===== src/rtl/alu_pkg.sv =====
// Shared types for the alu32 command issuer: opcode encoding, captured
// result record and issuer FSM states.
package alu_pkg;

   localparam int ALU_WIDTH = 32;

   typedef enum logic [2:0] {
      OP_XOR  = 3'b000,
      OP_XNOR = 3'b001,
      OP_ADD  = 3'b010,
      OP_SUB  = 3'b011,
      OP_OR   = 3'b100,
      OP_NOR  = 3'b101,
      OP_AND  = 3'b110,
      OP_ILL  = 3'b111
   } alu_op_e;

   typedef struct packed {
      logic [ALU_WIDTH-1:0] d;
      logic                 cout;
      logic                 v;
      logic                 zero;
      logic                 neg;
      logic                 err;
   } alu_res_t;

   typedef enum logic [0:0] {
      ST_IDLE  = 1'b0,
      ST_DRIVE = 1'b1
   } issuer_state_e;

   // Result record for an illegal opcode: alu32 outputs are ignored.
   function automatic alu_res_t illegal_res();
      alu_res_t r;
      r      = alu_res_t'(0);
      r.zero = 1'b1;
      r.err  = 1'b1;
      return r;
   endfunction

endpackage


===== src/rtl/alu_res_fifo.sv =====
// Result FIFO for the alu32 issuer. Storage is cleared on reset so the
// head shows all-zero fields while empty. DEPTH must be a power of two so
// the pointers wrap naturally.
module alu_res_fifo
   import alu_pkg::*;
#(
   parameter int  DEPTH = 4,
   parameter type T     = alu_res_t
) (
   input  logic                         clk,
   input  logic                         rst_n,
   input  logic                         push,
   input  T                             din,
   input  logic                         pop,
   output T                             dout,
   output logic [$clog2(DEPTH+1)-1:0]   count
);

   localparam int AW = $clog2(DEPTH);
   localparam int CW = $clog2(DEPTH+1);

   T                mem_r [DEPTH];
   logic [AW-1:0]   wr_ptr_r;
   logic [AW-1:0]   rd_ptr_r;
   logic [CW-1:0]   count_r;
   logic            pop_ok_s;

   assign pop_ok_s = pop && (count_r != CW'(0));
   assign dout     = mem_r[rd_ptr_r];
   assign count    = count_r;

   // Storage, pointers and occupancy; push and pop in one cycle leave count unchanged.
   always_ff @(posedge clk) begin
      if (!rst_n) begin
         for (int i = 0; i < DEPTH; i++) begin
            mem_r[i] <= T'(0);
         end
         wr_ptr_r <= AW'(0);
         rd_ptr_r <= AW'(0);
         count_r  <= CW'(0);
      end else begin
         if (push) begin
            mem_r[wr_ptr_r] <= din;
            wr_ptr_r        <= wr_ptr_r + AW'(1);
         end
         if (pop_ok_s) begin
            rd_ptr_r <= rd_ptr_r + AW'(1);
         end
         case ({push, pop_ok_s})
            2'b10:   count_r <= count_r + CW'(1);
            2'b01:   count_r <= count_r - CW'(1);
            default: count_r <= count_r;
         endcase
      end
   end

endmodule


===== src/rtl/alu_cmd_issuer.sv =====
// Clocked requester for the combinational alu32: registers a command onto
// the ALU inputs, holds them SETTLE cycles, captures d/Cout/V plus derived
// flags into a result FIFO.
// Optional macro ALU_STATS_EN adds saturating result/overflow counters.
module alu_cmd_issuer
   import alu_pkg::*;
#(
   parameter int WIDTH  = ALU_WIDTH,
   parameter int SETTLE = 1,
   parameter int DEPTH  = 4
) (
   input  logic             clk,
   input  logic             rst_n,
   input  logic             cmd_valid,
   output logic             cmd_ready,
   input  logic [WIDTH-1:0] cmd_a,
   input  logic [WIDTH-1:0] cmd_b,
   input  logic [2:0]       cmd_op,
   input  logic             cmd_cin,
   output logic [WIDTH-1:0] alu_a,
   output logic [WIDTH-1:0] alu_b,
   output logic [2:0]       alu_s,
   output logic             alu_cin,
   input  logic [WIDTH-1:0] alu_d,
   input  logic             alu_cout,
   input  logic             alu_v,
   output logic             res_valid,
   input  logic             res_ready,
   output logic [WIDTH-1:0] res_d,
   output logic             res_cout,
   output logic             res_v,
   output logic             res_zero,
   output logic             res_neg,
   output logic             res_err
`ifdef ALU_STATS_EN
   ,
   input  logic             stat_clr,
   output logic [15:0]      stat_ops,
   output logic [15:0]      stat_ovf
`endif
);

   localparam int SW = (SETTLE > 1) ? $clog2(SETTLE) : 1;
   localparam int CW = $clog2(DEPTH+1);

   issuer_state_e    state_r;
   issuer_state_e    state_nxt_s;
   logic [SW-1:0]    settle_cnt_r;
   logic [WIDTH-1:0] alu_a_r;
   logic [WIDTH-1:0] alu_b_r;
   logic [2:0]       alu_s_r;
   logic             alu_cin_r;
   logic             cmd_ready_s;
   logic             accept_s;
   logic             push_s;
   logic             pop_s;
   logic [CW-1:0]    count_s;
   alu_res_t         cap_s;
   alu_res_t         head_s;

   assign accept_s = cmd_valid && cmd_ready_s;
   assign pop_s    = res_valid && res_ready;

   // Next-state, handshake and push decode; only one command is ever in flight.
   always_comb begin
      state_nxt_s = state_r;
      cmd_ready_s = 1'b0;
      push_s      = 1'b0;
      case (state_r)
         ST_IDLE: begin
            cmd_ready_s = (count_s < CW'(DEPTH));
            if (cmd_valid && cmd_ready_s) begin
               state_nxt_s = ST_DRIVE;
            end else begin
               state_nxt_s = ST_IDLE;
            end
         end
         ST_DRIVE: begin
            if (settle_cnt_r == SW'(0)) begin
               push_s      = 1'b1;
               state_nxt_s = ST_IDLE;
            end else begin
               state_nxt_s = ST_DRIVE;
            end
         end
         default: begin
            state_nxt_s = ST_IDLE;
         end
      endcase
   end

   // State, settle counter and held ALU operands; operands persist between commands.
   always_ff @(posedge clk) begin
      if (!rst_n) begin
         state_r      <= ST_IDLE;
         settle_cnt_r <= SW'(0);
         alu_a_r      <= WIDTH'(0);
         alu_b_r      <= WIDTH'(0);
         alu_s_r      <= 3'b000;
         alu_cin_r    <= 1'b0;
      end else begin
         state_r <= state_nxt_s;
         if (accept_s) begin
            alu_a_r      <= cmd_a;
            alu_b_r      <= cmd_b;
            alu_s_r      <= cmd_op;
            alu_cin_r    <= cmd_cin;
            settle_cnt_r <= SW'(SETTLE - 1);
         end else if ((state_r == ST_DRIVE) && (settle_cnt_r != SW'(0))) begin
            settle_cnt_r <= settle_cnt_r - SW'(1);
         end else begin
            settle_cnt_r <= settle_cnt_r;
         end
      end
   end

   // Build the result record from the settled ALU outputs; illegal ops ignore them.
   always_comb begin
      cap_s = alu_res_t'(0);
      if (alu_s_r == OP_ILL) begin
         cap_s = illegal_res();
      end else begin
         cap_s.d    = alu_d;
         cap_s.cout = alu_cout;
         cap_s.v    = alu_v;
         cap_s.zero = (alu_d == WIDTH'(0));
         cap_s.neg  = alu_d[WIDTH-1];
         cap_s.err  = 1'b0;
      end
   end

   alu_res_fifo #(
      .DEPTH (DEPTH),
      .T     (alu_res_t)
   ) u_fifo (
      .clk   (clk),
      .rst_n (rst_n),
      .push  (push_s),
      .din   (cap_s),
      .pop   (pop_s),
      .dout  (head_s),
      .count (count_s)
   );

   assign cmd_ready = cmd_ready_s;
   assign alu_a     = alu_a_r;
   assign alu_b     = alu_b_r;
   assign alu_s     = alu_s_r;
   assign alu_cin   = alu_cin_r;
   assign res_valid = (count_s != CW'(0));
   assign res_d     = head_s.d;
   assign res_cout  = head_s.cout;
   assign res_v     = head_s.v;
   assign res_zero  = head_s.zero;
   assign res_neg   = head_s.neg;
   assign res_err   = head_s.err;

`ifdef ALU_STATS_EN
   logic [15:0] stat_ops_r;
   logic [15:0] stat_ovf_r;

   // Saturating counters of pushed results and overflowing results; clear wins.
   always_ff @(posedge clk) begin
      if (!rst_n || stat_clr) begin
         stat_ops_r <= 16'h0000;
         stat_ovf_r <= 16'h0000;
      end else if (push_s) begin
         if (stat_ops_r != 16'hFFFF) begin
            stat_ops_r <= stat_ops_r + 16'h0001;
         end
         if (cap_s.v && (stat_ovf_r != 16'hFFFF)) begin
            stat_ovf_r <= stat_ovf_r + 16'h0001;
         end
      end else begin
         stat_ops_r <= stat_ops_r;
         stat_ovf_r <= stat_ovf_r;
      end
   end

   assign stat_ops = stat_ops_r;
   assign stat_ovf = stat_ovf_r;
`endif

endmodule

===== config.mk =====
export PLATFORM = sky130hd
export DESIGN_NAME = alu_cmd_issuer
export DESIGN_NICKNAME = d
export VERILOG_FILES = /design/src/rtl/alu_pkg.sv /design/src/rtl/alu_res_fifo.sv /design/src/rtl/alu_cmd_issuer.sv
export SDC_FILE = /design/constraint.sdc
export NUM_CORES = 1
export LEC_CHECK = 0
export ABC_AREA = 1
export BUFFER_PORTS_ARGS = -buffer_cell sky130_fd_sc_hd__clkbuf_2
export CORE_AREA = 2 2 148 121
export CTS_CLUSTER_SIZE = 16
export DETAILED_ROUTE_END_ITERATION = 16
export DIE_AREA = 0 0 150 123
export GPL_TIMING_DRIVEN = 0
export PLACE_DENSITY = 0.79
export SLEW_MARGIN = 20
export SYNTH_ARGS = -nofsm -noshare
export SYNTH_HDL_FRONTEND = slang
export SYNTH_SLANG_ARGS = --single-unit

===== constraint.sdc =====
create_clock -name clk -period 4.6 [get_ports clk]
set_input_delay 0.69 -clock clk [delete_from_list [all_inputs] [get_ports clk]]
set_output_delay 0.69 -clock clk [all_outputs]
set_load 0.005 [all_outputs]

==> metrics.md <==
| Metric | Value |
|---|---|
| Setup Buffers After CTS | 0 |
| Crit path time final | 3290 ps |
| Leak | 4.85 nW |
| GR peak layer | met2 |
| Top-count cell post-synth | nor2_1 |
| Clk slew on worst S/H paths | 60 ps |
| Largest net degree at the start of global routing | 23 |
| Die span in x | 150 µm |
| CTS Buffer Depth | 3 |
| Clk sink count | 223 |
| Worst slew margin | 0.548 |
| Hold violation count in the final report | 0 |
| Post-DR wirelength/cell | 17.3 µm |
| Total Routing Usage GR | 0.262 |
| Largest area contributor in the netlist | edfxtp_1 |
| Worst R2R Path Depth | 8 |
| DP HPWL | 17000 µm |
| Synthesis-to-finish area growth | 24.3% |
| Syn Nets | 1040 |
| Finished Core Util | 0.659 |
| Post-Syn Instances | 932 |
| CP startpoint kind | register |
| Tcrit/Tclk final | 0.715 |
| Primary FF master, synth | edfxtp_1 |
| Vias/cell | 5.37 |
| WHS | 441 ps |
| Routed Antenna Nets | 0 |
| Routed wire length | 24500 µm |
| Clock buffer count from CTS | 23 |
| Layout cell share with drive strength beyond 1 | 0.240 |
| CTS hold repair buffers | 0 |
| CTS root buffer | clkbuf_16 |
| Met3 usage | 0.0328 |
| Buffers on Ports | 212 |
| Status | completed |
| H-tree depth | 1 |
| Worst Hold Path Cells | 3 |
| Boundary pin count | 213 |
| Worst VDD drop | 286 µV |
| Yosys reg bits | 223 |
| Final Skew | 11.3 ps |
| Slew at the pin closest to its max-slew limit | 678 ps |
| Final count of negative-setup-slack endpoints | 0 |
| Worst Path Arrival | 2600 ps |
| Data required, critical path | 3910 ps |
| Synth warn | 0 |
| CTS tree | yes |
| RSZ-0062 raised after global routing | false |
| HP Class | primary input to register |
| Number of flops mapped to enable cells by yosys | 144 |
| Fin. max-slew vios | 0 |
| ANT cells | 0 |
| Mean Syn Cell Area | 9.66 µm² |
| Global-route wire length before repair | 37000 µm |
| Sequential area share after synthesis | 0.656 |
| Top-area cell type share of the netlist area | 0.480 |
| Met1 Use GR | 0.373 |
| TritonRoute pass-1 iters | 7 |
| Post_cts resized | 0 |
| Synth area leaders | edfxtp_1 48%, dfxtp_1 18%, nor2_1 16% |
| Crit path capture type | primary output |
| CP max FO | 10 |
| Die Y | 123 µm |
| Mapped cell area | 9010 µm² |
| Vias | 7609 |
| Highest Clock Rate | 304 MHz |
| Rows | 43 |
| Synth cell count leaders | 375 x nor2_1, 148 x o21ai_0, 144 x edfxtp_1 |
| GRT Residual Overflow | 0 |
| Initial antenna violation count | 0 |
| Residual DRC | 0 |
| Initial Util | 0.530 |
| Nets | 1283 |
| DRT iter0 DRCs | 728 |
| Gpl congestion | 0.824 |
| Ys async rst share | 0 |
| Maxcap violations | 0 |
| Power Density | 469 nW/µm² |
| Skew-Pair Late Insertion Delay | 500 ps |
| Core Region | 17000 µm² |
| Met2 Use GR | 0.425 |
| Crit Path Category | register to primary output |
| Vias in the first global route | 7082 |
| Cell variety after synth | 27 |
| Die area | 18500 µm² |
[flip-flops by register name (all words and copies together) (netlist names), 2 cells and up, named ones only]
signal,count
alu_a,32
alu_b,32
alu_s,3
u_fifo.count,3
u_fifo.mem_r,144
u_fifo.rd_ptr_r,2
u_fifo.wr_ptr_r,2
[layout make-up]
cell class	instances	area, µm²
Clock inverter	14	119
Buffer	62	300
Sequential cell	223	5910
Timing Repair Buffer	218	1180
Multi-Input combinational cell	632	2770
Inverter	15	56.3
Clock buffer	27	591
Tap cell	225	282
Fill cell	1381	5810
[metal layers]
metal / vias to the layer above / wire [µm]
met3: 51 / 1990
met5: - / 0
li1: 3625 / -
met1: 3579 / 10200
met2: 354 / 11700
met4: 0 / 601
[path summary, 6_finish.rpt]
path / slack, ps / to / startpoint
worst max-delay path: 1310 / res_d[31] / register
worst min-delay path: 440 / alu_a[5] / cmd_a[5]
worst max register to register: 2340 / u_fifo.mem_r[2][4] / state_r
worst min register to register: 460 / state_r / settle_cnt_r
[cells by family (layout without fill, tap and decap cells)]
group           count (synthesis)  count (layout)  synth area share
buf+inv                        77             336            0.0396
fa+ha+maj                       2               2           0.00361
flops                         223             223             0.656
compound gates                193             193             0.113
simple gates                  437             437             0.189
[metrics by stage]
stage               cell area, µm²  std cells  setup TNS (ps)  total power, W  setup slack (ps)
CTS                          11200       1416               0         0.00525              1400
detailed placement           10500       1375               0         0.00351              1900
global route                 11200       1416               0         0.00547              1220
floorplan                     9010        932               0         0.00299               830
finish                       11200       1416               0         0.00525              1310
global placement             10300       1369          -40880         0.00347             -1140
[worst max-delay path, stage by stage, from the launching register on]
cell	delay, ps
dfxtp_1	300
clkbuf_1	250
inv_1	330
clkbuf_1	430
o21ai_0	170
o22ai_1	340
buf_4	170
clkbuf_2	100
[power breakdown]
| part | switching (W) | leakage [nW] | internal (W) |
|---|---|---|---|
| logic | 0.000707 | 2.36 | 0.000405 |
| registers | 0.0000705 | 2.14 | 0.00229 |
| clock network | 0.000748 | 0.345 | 0.00103 |
| total | 0.00153 | 4.85 | 0.00373 |
[cells in the final DEF (no fill, tap or decap), types with 3 or more instances in the layout]
cell,n
inv_1,11
buf_6,7
o22ai_1,36
o21ai_0,148
dfxtp_1,79
nand2_1,45
clkbuf_1,44
clkinv_1,4
nand2_2,5
inv_2,3
clkinv_2,6
buf_2,11
clkbuf_16,23
nand3_1,5
edfxtp_1,144
clkbuf_2,213
nor2_1,375
a21oi_1,8
Note: power is estimated with default switching activity, not from simulation.
